File: src/rtl/mem_bus_arbiter.sv
// ============================================================================
// mem_bus_arbiter : shares the unified memory bus between fetch and load/store
// Revision: 1.0
// ============================================================================
`default_nettype none

module mem_bus_arbiter #(
   parameter int ADDR_W       = 32,
   parameter int DATA_W       = 32,
   parameter int MEM_LATENCY  = 2,
   parameter int STARVE_LIMIT = 4
) (
   input  logic                 i_clk,
   input  logic                i_reset,
   input  logic                i_if_req,
   input  logic [ADDR_W-1:0]   i_if_addr,
   output logic                o_if_ack,
   output logic [DATA_W-1:0]   o_if_rdata,
   input  logic                i_mem_req,
   input  logic                i_mem_we,
   input  logic [ADDR_W-1:0]   i_mem_addr,
   input  logic [DATA_W-1:0]   i_mem_wdata,
   input  logic [DATA_W/8-1:0] i_mem_wstrb,
   output logic                o_mem_ack,
   output logic [DATA_W-1:0]   o_mem_rdata,
   output logic                o_bus_en,
   output logic                o_bus_we,
   output logic [ADDR_W-1:0]   o_bus_addr,
   output logic [DATA_W-1:0]   o_bus_wdata,
   output logic [DATA_W/8-1:0] o_bus_wstrb,
   input  logic [DATA_W-1:0]   i_bus_rdata,
   output logic                o_hold_if,
   output logic                o_hold_mem
);

   localparam int WAIT_W   = (MEM_LATENCY > 1) ? $clog2(MEM_LATENCY) : 1;
   localparam int STARVE_W = (STARVE_LIMIT > 0) ? $clog2(STARVE_LIMIT + 1) : 1;

   localparam logic [0:0] IDLE   = 1'b0;
   localparam logic [0:0] ACCESS = 1'b1;

   localparam logic [WAIT_W-1:0]   WAIT_INIT  = WAIT_W'(MEM_LATENCY - 1);
   localparam logic [STARVE_W-1:0] STARVE_MAX = STARVE_W'(STARVE_LIMIT);

   logic [0:0]          state;
   logic                owner_mem;
   logic [WAIT_W-1:0]   wait_cnt;
   logic [STARVE_W-1:0] starve_cnt;
   logic                grant_mem;
   logic                grant_if;

   // MEM wins unless IF has already watched STARVE_LIMIT MEM grants go by
   assign grant_mem = i_mem_req & ~(i_if_req & (starve_cnt == STARVE_MAX));
   assign grant_if  = i_if_req & ~grant_mem;

   assign o_hold_if  = i_if_req & ~o_if_ack;
   assign o_hold_mem = i_mem_req & ~o_mem_ack;

   always_ff @(posedge i_clk) begin
      if (i_reset) begin
         state       <= IDLE;
         owner_mem   <= 1'b0;
         wait_cnt    <= '0;
         starve_cnt  <= '0;
         o_bus_en    <= 1'b0;
         o_bus_we    <= 1'b0;
         o_bus_addr  <= '0;
         o_bus_wdata <= '0;
         o_bus_wstrb <= '0;
         o_if_ack    <= 1'b0;
         o_mem_ack   <= 1'b0;
         o_if_rdata  <= '0;
         o_mem_rdata <= '0;
      end else begin
         o_if_ack  <= 1'b0;
         o_mem_ack <= 1'b0;
         if (!i_if_req) begin
            starve_cnt <= '0;
         end
         case (state)
            IDLE: begin
               if (grant_mem) begin
                  owner_mem   <= 1'b1;
                  o_bus_en    <= 1'b1;
                  o_bus_we    <= i_mem_we;
                  o_bus_addr  <= i_mem_addr;
                  o_bus_wdata <= i_mem_wdata;
                  o_bus_wstrb <= i_mem_we ? i_mem_wstrb : '0;
                  wait_cnt    <= WAIT_INIT;
                  state       <= ACCESS;
                  if (i_if_req && (starve_cnt != STARVE_MAX)) begin
                     starve_cnt <= starve_cnt + STARVE_W'(1);
                  end
               end else if (grant_if) begin
                  owner_mem   <= 1'b0;
                  o_bus_en    <= 1'b1;
                  o_bus_we    <= 1'b0;
                  o_bus_addr  <= i_if_addr;
                  o_bus_wdata <= '0;
                  o_bus_wstrb <= '0;
                  wait_cnt    <= WAIT_INIT;
                  starve_cnt  <= '0;
                  state       <= ACCESS;
               end
            end
            default: begin
               if (wait_cnt != '0) begin
                  wait_cnt <= wait_cnt - WAIT_W'(1);
               end else begin
                  // Last access cycle: read data is valid on the bus now
                  if (owner_mem) begin
                     o_mem_ack <= 1'b1;
                     if (!o_bus_we) begin
                        o_mem_rdata <= i_bus_rdata;
                     end
                  end else begin
                     o_if_ack   <= 1'b1;
                     o_if_rdata <= i_bus_rdata;
                  end
                  o_bus_en    <= 1'b0;
                  o_bus_we    <= 1'b0;
                  o_bus_wstrb <= '0;
                  state       <= IDLE;
               end
            end
         endcase
      end
   end

endmodule

`default_nettype wire

File: config.mk
export PLATFORM = sky130hd
export DESIGN_NAME = mem_bus_arbiter
export DESIGN_NICKNAME = d
export VERILOG_FILES = /design/src/rtl/mem_bus_arbiter.sv
export SDC_FILE = /design/constraint.sdc
export NUM_CORES = 1
export LEC_CHECK = 0
export ABC_AREA = 0
export BUFFER_PORTS_ARGS = -buffer_cell sky130_fd_sc_hd__buf_4
export CAP_MARGIN = 30
export CORE_MARGIN = 2
export CORE_UTILIZATION = 40
export DETAILED_ROUTE_END_ITERATION = 6
export MAX_ROUTING_LAYER = met4
export PLACE_DENSITY = 0.75
export SLEW_MARGIN = 20
export SYNTH_ARGS = -nofsm -noshare
export SYNTH_HDL_FRONTEND = slang
export SYNTH_SLANG_ARGS = --single-unit
export TNS_END_PERCENT = 50
File: constraint.sdc
create_clock -name i_clk -period 1.6 [get_ports i_clk]
set_clock_uncertainty 0.1 [all_clocks]
set_input_delay 0.32 -clock i_clk [delete_from_list [all_inputs] [get_ports i_clk]]
set_output_delay 0.32 -clock i_clk [all_outputs]
set_load 0.005 [all_outputs]
==> results of run 1 <==
## registers in the layout, summed over array words and instances, names as in the netlist, 3 cells and up
| register | count |
|---|---|
| starve_cnt | 3 |
| o_bus_wstrb | 4 |
| o_bus_addr | 32 |
| o_bus_wdata | 32 |
| o_mem_rdata | 32 |
| o_if_rdata | 32 |
## cells in the mapped netlist (2+ instances only)
cell / n
inv_1: 3
o21ai_0: 24
clkbuf_1: 17
a22o_1: 36
nor2b_1: 3
a311oi_1: 32
nand3_1: 34
o21ai_1: 9
dfxtp_1: 142
buf_2: 17
mux2i_1: 32
buf_6: 10
nand2_1: 67
ha_1: 2
buf_4: 3
nor3_1: 3
a21oi_1: 36
buf_12: 3
nor3b_1: 2
nor2_1: 69
buf_1: 2
nand2b_1: 3
## per-layer routing
layer	up-vias	track usage
met5	-	-
li1	2524	-
met3	30	0.0580
met4	0	0.0875
met1	2507	0.256
met2	228	0.363
## area by class of cell
type	count	share of cell area
inverters	3	0.00133
multi-input cells	367	0.271
clock inverters	9	0.0132
repair buffers	301	0.296
flip-flops and latches	142	0.337
well taps	176	0.0261
clock buffers	22	0.0550
## worst min path at each step
stage                                               to  slack (ps)  depth (start not counted)
after global placement     o_mem_rdata[9]$_SDFFE_PP0P_         340                          2
after CTS                 o_bus_wdata[12]$_SDFFE_PP0P_           6                          2
final                     o_bus_wdata[25]$_SDFFE_PP0P_          20                          2
after floorplan           o_bus_wdata[10]$_SDFFE_PP0P_         350                          1
after global routing      o_bus_wdata[28]$_SDFFE_PP0P_           6                          2
after detailed placement  o_mem_rdata[29]$_SDFFE_PP0P_         350                          2
## cells by family after synthesis
group / count (synthesis) / share of synthesized area
mux: 32 / 0.0595
flops: 142 / 0.528
simple gates: 191 / 0.158
fa+ha+maj: 2 / 0.00465
buf+inv: 55 / 0.0674
compound gates: 142 / 0.183
## per-stage QoR
stage                     worst slack [ps]  total power [mW]  area [um^2]
after global placement               -42.5              5.25         7610
final                                 16.0              9.07         8440
after floorplan                      -1.70              4.54         5390
after CTS                             10.8              9.13         8250
after detailed placement             -85.4              5.29         7610
after global routing                 -59.0              9.46         8440
## power by group through the flow
stage,clock network (mW),logic (mW),registers (mW)
2_1_floorplan,0,0.578,3.96
3_3_place_gp,0,1.28,3.97
3_5_place_dp,0,1.32,3.97
4_1_cts,3.91,1.32,3.90
5_1_grt,4.09,1.44,3.92
6_report,3.83,1.34,3.90
## timing repair
item / CTS / global route
resized for setup: 9 / 21
hold endpoints to repair: 0 / 0
cloned: 1 / 5
pin swaps: 8 / 15
setup buffers: 0 / 2
setup endpoints to repair: 38 / 24
## cells in the final DEF (no fill, tap or decap), types with 4 or more instances in the layout
cell type	instances
buf_4	283
dfxtp_1	139
nor2_1	69
nand2_1	67
a21oi_1	36
a22o_1	36
mux2i_1	32
nand3_1	29
a311oi_1	27
clkbuf_16	21
o21ai_0	18
o21ai_1	15
buf_12	11
a311oi_2	5
nand3_2	4
==> metrics.md, run 1 <==
| Metric | Value |
|---|---|
| CP required | about 1800 ps |
| Ys Warns | 0 |
| Post-synthesis sequential area ratio | 0.528 |
| Io pins | 275 |
| Utilization after layout | 0.640 |
| Reg2reg setup slack | 20 ps |
| Tcrit/Tclk final | 0.990 |
| Number of flops mapped to enable cells by yosys | 0 |
| Switching Power | about 2.2 mW |
| Final setup viols | 0 |
| Worst setup path class | reg2reg |
| Cell row count | 42 |
| Power Internal | 6.90 mW |
| Top layer used by detailed routing | met4 |
| CP Launch Point | starve_cnt[0]$_SDFF_PP0_ |
| Gr usage total | 0.220 |
| Synthesis-to-finish area growth | 56.8% |
| First-pass GRT wire length | approximately 25000 um |
| Register Area | 2850 um^2 |
| Wirelength per Cell | 16.3 um |
| Detailed Place HPWL | between 10000 and 15000 um |
| Drt pass-1 iters | 4 |
| TritonCTS Buffers | 17 |
| Area of the multi-input gates | 2290 um^2 |
| RR Endpoint | o_bus_addr[18]$_SDFFE_PP0P_ |
| Relative slew slack | 0.654 |
| Syn Std Cell Area | ~5400 um^2 |
| Synth Instances | 564 |
| Worst Setup EP | o_bus_addr[18]$_SDFFE_PP0P_ |
| WL final | 16600 um |
| Clk pwr share | 0.422 |
| Worst r2r src | starve_cnt[0]$_SDFF_PP0_ |
| Static Leak | 3.72 nW |
| FILL cells | 1081 |
| M1 WL | 6630 um |
| Seq cells post-synth | 142 |
| PwrDens | 1070 nW/um^2 |
| Sw Share | 0.239 |
| WHS | 22.5 ps |
| Die Height | roughly 120 um |
| Vias | around 5300 |
| VDD IR max | between 0.0005 and 0.0006 V |
| Minimum clock period | 1580 ps |
| CP max stage cell | dfxtp_2 |
| Ys flop type | dfxtp_1 |
| Final nets | around 1000 |
| Number of global-route vias before repair | 4974 |
| Worst-Skew Late Latency | 410 ps |
| Synth area leaders | dfxtp_1 (53%), mux2i_1 (5.9%), a22o_1 (5.9%) |
| Critical path's top delay family | compound AO/OA/AOI/OAI gates |
| Buffers on Ports | 274 |
| DRT antenna net count | 0 |
| Least-Margin Pin Slew | around 520 ps |
| Die W | 120 um |
| # placed instances | 981 |
| Critical path arrival | between 1500 and 2000 ps |
| Post-CTS Hold Buffers | 0 |
| MaxCap Viol Count | 0 |
| Vias per cell | 5.19 |
| Hold path start | i_mem_wdata[25] |
| Clock sink count | 142 |
| Fmax | 631 MHz |
| Die outline area | 14400 um^2 |
| Worst r2r path cells | 6 |
| Layout cells sized above 1 | 0.419 |
| WL met3 | between 1000 and 1500 um |
| Root Driver | clkbuf_16 |
| Global route overflow | 0 |
| CP bufs+invs | 2 |
| # DRC | 0 |
| Largest stage delay on the critical path | ~330 ps |
| CTS H-tree lvls | 4 |
| Async set-reset flop share out of synthesis | 0 |
| Clock Tree Buf Depth | 2 |
| Worst setup EP type | flip-flop |
| CP startpoint kind | flip-flop |
| Met2 routed WL | roughly 8400 um |
| Initial Utilization | 0.408 |
| Clk slew on worst S/H paths | about 60 ps |
| Worst path cell trace | inv_2, ha_4, and3_4, buf_12, o21ai_0, a311oi_2 |
| Levels on crit path | 6 |
| Post-synth top area cell | dfxtp_1 |
| Combinational power share | 0.147 |
| Ant. Diodes | 0 |
| Hold Vio Cnt, Final | 0 |
| Crit Path Max Fanout | 8 |
| Slew Limit Fails | 0 |
| Initial DRC Count | around 370 |
| Largest net degree at the start of global routing | 59 |
| Synth cell types | 37 |
| Syn_area_per_cell | around 9.5 um^2 |
| CTS tree | yes |
| Seq pwr share | 0.430 |
| Fin cells | about 1000 |
| Initial antenna violation count | 0 |
| CORE AREA | 13200 um^2 |
| Synthesized Nets | 703 |
| Setup TNS Final | 0 ps |
| Worst hold path type | in2reg |
| Placer's final routability congestion estimate | 0.779 |
| Status | finished, final reports clean |
| Yosys top cell area share | 0.528 |
Power figures use the tool's default switching activity.
==> run 2, diff against run 1 <==
--- a/config.mk
+++ b/config.mk
@@ -5,14 +5,13 @@
 export SDC_FILE = /design/constraint.sdc
 export NUM_CORES = 1
 export LEC_CHECK = 0
-export ABC_AREA = 0
+export ABC_AREA = 1
 export BUFFER_PORTS_ARGS = -buffer_cell sky130_fd_sc_hd__buf_4
 export CAP_MARGIN = 30
 export CORE_MARGIN = 2
-export CORE_UTILIZATION = 40
+export CORE_UTILIZATION = 24
 export DETAILED_ROUTE_END_ITERATION = 6
 export MAX_ROUTING_LAYER = met4
-export PLACE_DENSITY = 0.75
 export SLEW_MARGIN = 20
 export SYNTH_ARGS = -nofsm -noshare
 export SYNTH_HDL_FRONTEND = slang
==> run 2 against run 1 <==
  * Design area increased by 7.0%
  * Non-clock buffer count increased by 13
  * Utilization decreased by 25 points
  * Sequential power about the same
  * First-iteration DRC count increased by 15%
  * Wire length increased by 18%
  * Clock power increased by 4%
  * Critical path depth increased by 2
==> metrics.md, run 2 <==
| Metric | Value |
|---|---|
| Status | finished, final reports clean |
| Largest family of logic cells by synthesized area | simple AND/OR/NAND/NOR gates |
| Gr usage total | 0.153 |
| Design Area, Final | between 9000 and 10000 um^2 |
| Largest stage delay on the critical path | 340 ps |
| CP required | 1860 ps |
| Synth Area in Compound Gates | 0.0683 |
| Final nets | 1204 |
| Ys flop type | dfxtp_1 |
| Synth cell count leaders | nand3_1 (171), nand2_1 (144), dfxtp_1 (142) |
| Static Leak | 4.47 nW |
| # DRC | 0 |
| Synth Area in Adders | 0.00438 |
| Post-synth top area cell | dfxtp_1 |
| DRT antenna net count | 0 |
| # placed instances | roughly 1300 |
| Total power | around 9.6 mW |
| PwrDens | 1060 nW/um^2 |
| Initial DRC Count | 421 |
| Most common cell after layout, fill and taps aside | buf_4 |
| FILL cells | 2461 |
| Slew Limit Fails | 0 |
| Clock sink count | 142 |
| CTS H-tree lvls | 4 |
| Die outline area | between 20000 and 30000 um^2 |
| Post-synthesis xor/xnor area fraction | 0 |
| Ys Warns | 0 |
| Buffers on Ports | 274 |
| CP max stage cell | dfxtp_1 |
| Synthesis-to-finish area growth | 58.0% |
| Wirelength per Cell | 14.0 um |
| Post-synthesis sequential area ratio | 0.497 |
| Worst r2r src | starve_cnt[1]$_SDFF_PP0_ |
| Detailed Place HPWL | 13300 um |
| Async set-reset flop share out of synthesis | 0 |
| Fmax | 660 MHz |
| Layout cells sized above 1 | 0.321 |
| Levels on crit path | 8 |
| Die W | 158 um |
| Post-synthesis mux area share | 0 |
| WHS | 26.3 ps |
| Most frequent cell after synthesis | nand3_1 |
| First-pass GRT wire length | 29000 um |
| Least-Margin Pin Slew | 490 ps |
| Placer's final routability congestion estimate | 0.771 |
| Ant. Diodes | 0 |
| RR Endpoint | o_bus_wdata[10]$_SDFFE_PP0P_ |
| Syn_area_per_cell | 7.21 um^2 |
| Seq cells post-synth | 142 |
| Cell row count | 56 |
| Placed inst area | about 8000 um^2 |
| Drt pass-1 iters | 6 |
| Worst r2r path cells | 8 |
| Io pins | 275 |
| Worst setup path class | reg2reg |
| Synth Instances | 792 |
| Minimum clock period | ~1500 ps |
| Number of flops mapped to enable cells by yosys | 0 |
| Root Driver | clkbuf_16 |
| Clock Tree Buf Depth | 2 |
| Crit Path Max Fanout | 16 |
| Worst setup EP type | flip-flop |
| Syn Std Cell Area | 5710 um^2 |
| Vias | 6112 |
| Area share of and/or/nand/nor cells after synthesis | 0.348 |
| Relative slew slack | 0.674 |
| Global route overflow | 0 |
| Worst Setup EP | o_bus_wdata[10]$_SDFFE_PP0P_ |
| Critical path's top delay family | simple AND/OR/NAND/NOR gates |
| Worst hold path type | in2reg |
| CP bufs+invs | 2 |
| Worst path cell trace | inv_1, ha_2, nand3_4, nand2_4, nor2_4, clkbuf_16, nand3_1, nand2_1 |
| CORE AREA | 23400 um^2 |
| Largest net degree at the start of global routing | 60 |
| Critical path arrival | 1770 ps |
| Initial antenna violation count | 0 |
| Hold Vio Cnt, Final | 0 |
| Worst-Skew Late Latency | 420 ps |
| Yosys top cell area share | 0.497 |
| WL final | 19600 um |
| CTS tree | yes |
| Reg2reg setup slack | approximately 84 ps |
| TritonCTS Buffers | 17 |
| CP startpoint kind | flip-flop |
| Synth area leaders | dfxtp_1 (50%), nand3_1 (15%), nand2_1 (9.5%) |
| CP Launch Point | starve_cnt[1]$_SDFF_PP0_ |
| Clk slew on worst S/H paths | 60 ps |
| MaxCap Viol Count | 0 |
| Most frequent cells in the layout | buf_4 (287), nand3_1 (170), nand2_1 (144) |
| Tcrit/Tclk final | 0.948 |
| Synth cell types | 22 |
| Vias per cell | 4.38 |
| Die Height | 158 um |
| Number of global-route vias before repair | 5651 |
| VDD IR max | 0.000559 V |
| Final setup viols | 0 |
| Synthesized Nets | 931 |
| Initial Utilization | 0.244 |
| Hold Path Depth | 3 |
| Fin cells | 1397 |
run 2: cell types whose count changed after synthesis, sizes merged, moves of 5 or more:
cell / change
nand3: +137
nand2: +79
nor2: +71
inv: +45
a22o: -36
a311oi: -32
mux2i: -32
buf: +6
a21oi: +5
nand4: +5
run 2: layout make-up:
type / instances / area (um^2) / area share
sequential: 142 / 2840 / 0.315
timing repair buffer: 314 / 2560 / 0.284
multi-input combinational: 542 / 2440 / 0.270
clock buffer: 17 / 425 / 0.0471
tap: 319 / 399 / 0.0442
inverter: 48 / 183 / 0.0202
clock inverter: 15 / 178 / 0.0197
run 2: kinds of logic after synthesis:
logic type / count (synthesis)
AO/OA/AOI/OAI: 77
adder cells (fa/ha/maj): 2
buffers and inverters: 108
flip-flops: 142
AND/OR/NAND/NOR: 463
run 2: timing repair:
action / CTS / global route
buffers inserted: 0 / 1
hold endpoints to repair: 14 / 0
hold buffers: 14 / 0
resized for setup: 0 / 7
setup endpoints to repair: 0 / 81
run 2: worst min path at each step:
stage	start	endpoint	slack (ps)
after floorplan	i_mem_wdata[0]	o_bus_wdata[0]$_SDFFE_PP0P_	350
after global placement	o_mem_rdata[18]$_SDFFE_PP0P_	o_mem_rdata[18]$_SDFFE_PP0P_	350
after detailed placement	o_mem_rdata[1]$_SDFFE_PP0P_	o_mem_rdata[1]$_SDFFE_PP0P_	360
after CTS	i_bus_rdata[19]	o_if_rdata[19]$_SDFFE_PP0P_	0.08
after global routing	i_mem_wdata[7]	o_bus_wdata[7]$_SDFFE_PP0P_	9
final	i_mem_wdata[8]	o_bus_wdata[8]$_SDFFE_PP0P_	30
run 2: per-layer routing:
metal	GRT usage	wire length (um)	share of wire
met3	0.0523	1650	0.084
met1	0.179	8510	0.43
met4	0.0438	189	0.0096
met2	0.250	9250	0.47
met5	-	0	0
run 2: where the power goes:
part / switching [mW] / internal, mW / total, mW
logic: 0.808 / 0.840 / 1.65
clock network: 1.77 / 2.24 / 4.00
registers: 0.134 / 3.79 / 3.92
total: 2.71 / 6.86 / 9.57
run 2: stage by stage:
stage	utilization	worst slack [ps]	TNS, ps
final	0.386	84.0	0
after global routing	0.386	-14.0	-48.8
after CTS	0.382	25.2	0
after detailed placement	0.350	41.3	0
after global placement	0.350	83.7	0
after floorplan	-	197	0
run 2: worst reg2reg max path, cell delays in order (launching register included):
cell	delay (ps)
dfxtp_1	340
inv_1	60
ha_2	200
nand3_4	80
nand2_4	70
nor2_4	240
clkbuf_16	230
nand3_1	80
nand2_1	60
==> run 3, diff against run 2 <==
--- a/config.mk
+++ b/config.mk
@@ -5,7 +5,6 @@
 export SDC_FILE = /design/constraint.sdc
 export NUM_CORES = 1
 export LEC_CHECK = 0
-export ABC_AREA = 1
 export BUFFER_PORTS_ARGS = -buffer_cell sky130_fd_sc_hd__buf_4
 export CAP_MARGIN = 30
 export CORE_MARGIN = 2
==> constraint.sdc (replaced) <==
create_clock -name i_clk -period 1.55 [get_ports i_clk]
set_clock_uncertainty 0.1 [all_clocks]
set_input_delay 0.31 -clock i_clk [delete_from_list [all_inputs] [get_ports i_clk]]
set_output_delay 0.31 -clock i_clk [all_outputs]
set_load 0.005 [all_outputs]
==> run 3 against run 2 <==
  * Count of clock-buffer cells in the layout up 4
  * Non-clock buffer count up 23
  * Global-route usage down 0.23 points
  * Die area down 5.6%
  * Critical path type unchanged
  * Flip-flop and latch count unchanged
  * Wire length down 8.8%
  * Largest cell class unchanged
==> metrics.md, run 3 (synthesized netlist as in run 1, its figures left out) <==
| Metric | Value |
|---|---|
| Worst hold path type | in2reg |
| Io pins | roughly 280 |
| PwrDens | roughly 1100 nW/um^2 |
| Fin cells | 1159 |
| Synthesis-to-finish area growth | 65.2% |
| Layout cells sized above 1 | 0.407 |
| Ant. Diodes | 0 |
| # DRC | 0 |
| Clk pwr share | 0.433 |
| DRT antenna net count | 0 |
| Initial antenna violation count | 0 |
| Register Area | between 2000 and 3000 um^2 |
| FILL cells | 2198 |
| Static Leak | ~3.9 nW |
| Die W | 154 um |
| Status | finished, final reports clean |
| Root Driver | clkbuf_16 |
| Buffers on Ports | between 200 and 300 |
| # placed instances | 1097 |
| Vias | roughly 5200 |
| Drt pass-1 iters | 6 |
| Most frequent cells in the layout | buf_4 (287), dfxtp_1 (138), nor2_1 (69) |
| Tcrit/Tclk final | 0.966 |
| TritonCTS Buffers | 17 |
| Area of the multi-input gates | 2260 um^2 |
| Hold Vio Cnt, Final | 0 |
| Worst-Skew Late Latency | 410 ps |
| Placer's final routability congestion estimate | 0.780 |
| Clock sink count | 142 |
| Clock Tree Buf Depth | 2 |
| CP bufs+invs | 2 |
| Global route overflow | 0 |
| Largest stage delay on the critical path | 330 ps |
| Seq pwr share | 0.413 |
| CORE AREA | 21900 um^2 |
| Cell row count | 54 |
| Top layer used by detailed routing | met4 |
| Worst setup path class | reg2reg |
| Final setup viols | 0 |
| Most common cell after layout, fill and taps aside | buf_4 |
| Final nets | 1007 |
| Minimum clock period | 1500 ps |
| Least-Margin Pin Slew | 320 ps |
| Switching Power | around 2.3 mW |
| Largest net degree at the start of global routing | 38 |
| CTS tree | yes |
| Clk slew on worst S/H paths | 60 ps |
| Fmax | 668 MHz |
| Gr usage total | 0.150 |
| Setup TNS Final | 0 ps |
| Initial DRC Count | 194 |
| Detailed Place HPWL | 12000 um |
| Number of global-route vias before repair | 5084 |
| WL met3 | 1140 um |
| WL final | 17900 um |
| Sw Share | 0.239 |
| Critical path arrival | between 1500 and 2000 ps |
| Worst path cell trace | inv_2, ha_4, and3_4, buf_6, nor4b_4, a22o_1 |
| Initial Utilization | 0.246 |
| Relative slew slack | 0.786 |
| VDD IR max | between 0.0005 and 0.0006 V |
| CP required | 1810 ps |
| Die outline area | about 24000 um^2 |
| M1 WL | 7820 um |
| First-pass GRT wire length | 27400 um |
| RSZ-0062 raised after global routing | yes |
| CP max stage cell | dfxtp_2 |
| CTS H-tree lvls | 4 |
| Vias per cell | 4.52 |
| MaxCap Viol Count | 0 |
| Crit Path Max Fanout | 4 |
| Met2 routed WL | about 8700 um |
| Wirelength per Cell | 15.4 um |
| Worst setup EP type | flip-flop |
| Combinational power share | 0.155 |
| Power Internal | between 7 and 8 mW |
| Slew Limit Fails | 0 |
| Critical path's top delay family | simple AND/OR/NAND/NOR gates |
| CP startpoint kind | flip-flop |
| Die Height | 154 um |
-- run 3: changes by cell type in the layout (fill, tap and decap cells not counted), moves of 6 or more --
cell	delta
nand3_1	-137
nand2_1	-77
nor2_1	-67
inv_1	-43
a22o_1	+36
mux2i_1	+32
a311oi_1	+28
dlygate4sd3_1	+15
buf_6	+6
-- run 3: through the flow --
stage / hold slack [ps] / cell area (um^2) / setup slack, ps / util / total power [mW]
2_1_floorplan: 343 / 5400 / 1.03 / - / 4.69
3_3_place_gp: 343 / 7860 / -80.3 / 0.359 / 5.49
6_report: 21.4 / 8900 / 52.6 / 0.406 / 9.74
3_5_place_dp: 348 / 7860 / -116 / 0.359 / 5.51
5_1_grt: 2.49 / 8900 / -38.3 / 0.406 / 10.2
4_1_cts: 0.824 / 8830 / -4.82 / 0.403 / 9.88
-- run 3: area by class of cell --
cell class | instances | share of cell area
flip-flops and latches | 142 | 0.320
well taps | 280 | 0.0394
clock inverters | 9 | 0.0150
inverters | 3 | 0.00127
repair buffers | 337 | 0.316
clock buffers | 21 | 0.0529
multi-input cells | 367 | 0.255
-- run 3: path summary, 6_finish.rpt --
path                                start                      endpoint  slack, ps  cells past startpoint
max reg2reg      starve_cnt[0]$_SDFF_PP0_   o_bus_wstrb[2]$_SDFFE_PP0P_         50                      6
max              starve_cnt[0]$_SDFF_PP0_   o_bus_wstrb[2]$_SDFFE_PP0P_         50                      6
min                       i_mem_wdata[18]  o_bus_wdata[18]$_SDFFE_PP0P_         20                      2
min reg2reg  o_mem_rdata[30]$_SDFFE_PP0P_  o_mem_rdata[30]$_SDFFE_PP0P_        350                      2
-- run 3: per-layer routing --
metal  global-route usage  up-vias
met5                    -        -
met4               0.0463        0
met2                0.243      221
met3               0.0383       15
met1                0.185     2401
li1                     -     2600
-- run 3: timing repair --
item,4_1_cts,5_1_grt
resized for setup,10,17
pin swaps,4,4
hold buffers,29,0
endpoints found under the hold margin,29,0
setup buffers,1,0
setup endpoints to repair,56,41
cloned,2,0
-- run 3: worst register-to-register path: stages, from the launching register on --
cell	delay, ps
dfxtp_2	330
inv_2	50
ha_4	150
and3_4	210
buf_6	120
nor4b_4	310
a22o_1	190
-- run 3: power by group through the flow --
| stage | combinational (mW) | clock, mW | sequential, mW |
|---|---|---|---|
| floorplan | 0.599 | 0 | 4.09 |
| global placement | 1.40 | 0 | 4.09 |
| detailed placement | 1.41 | 0 | 4.09 |
| CTS | 1.51 | 4.35 | 4.02 |
| global route | 1.63 | 4.52 | 4.05 |
| finish | 1.51 | 4.21 | 4.02 |
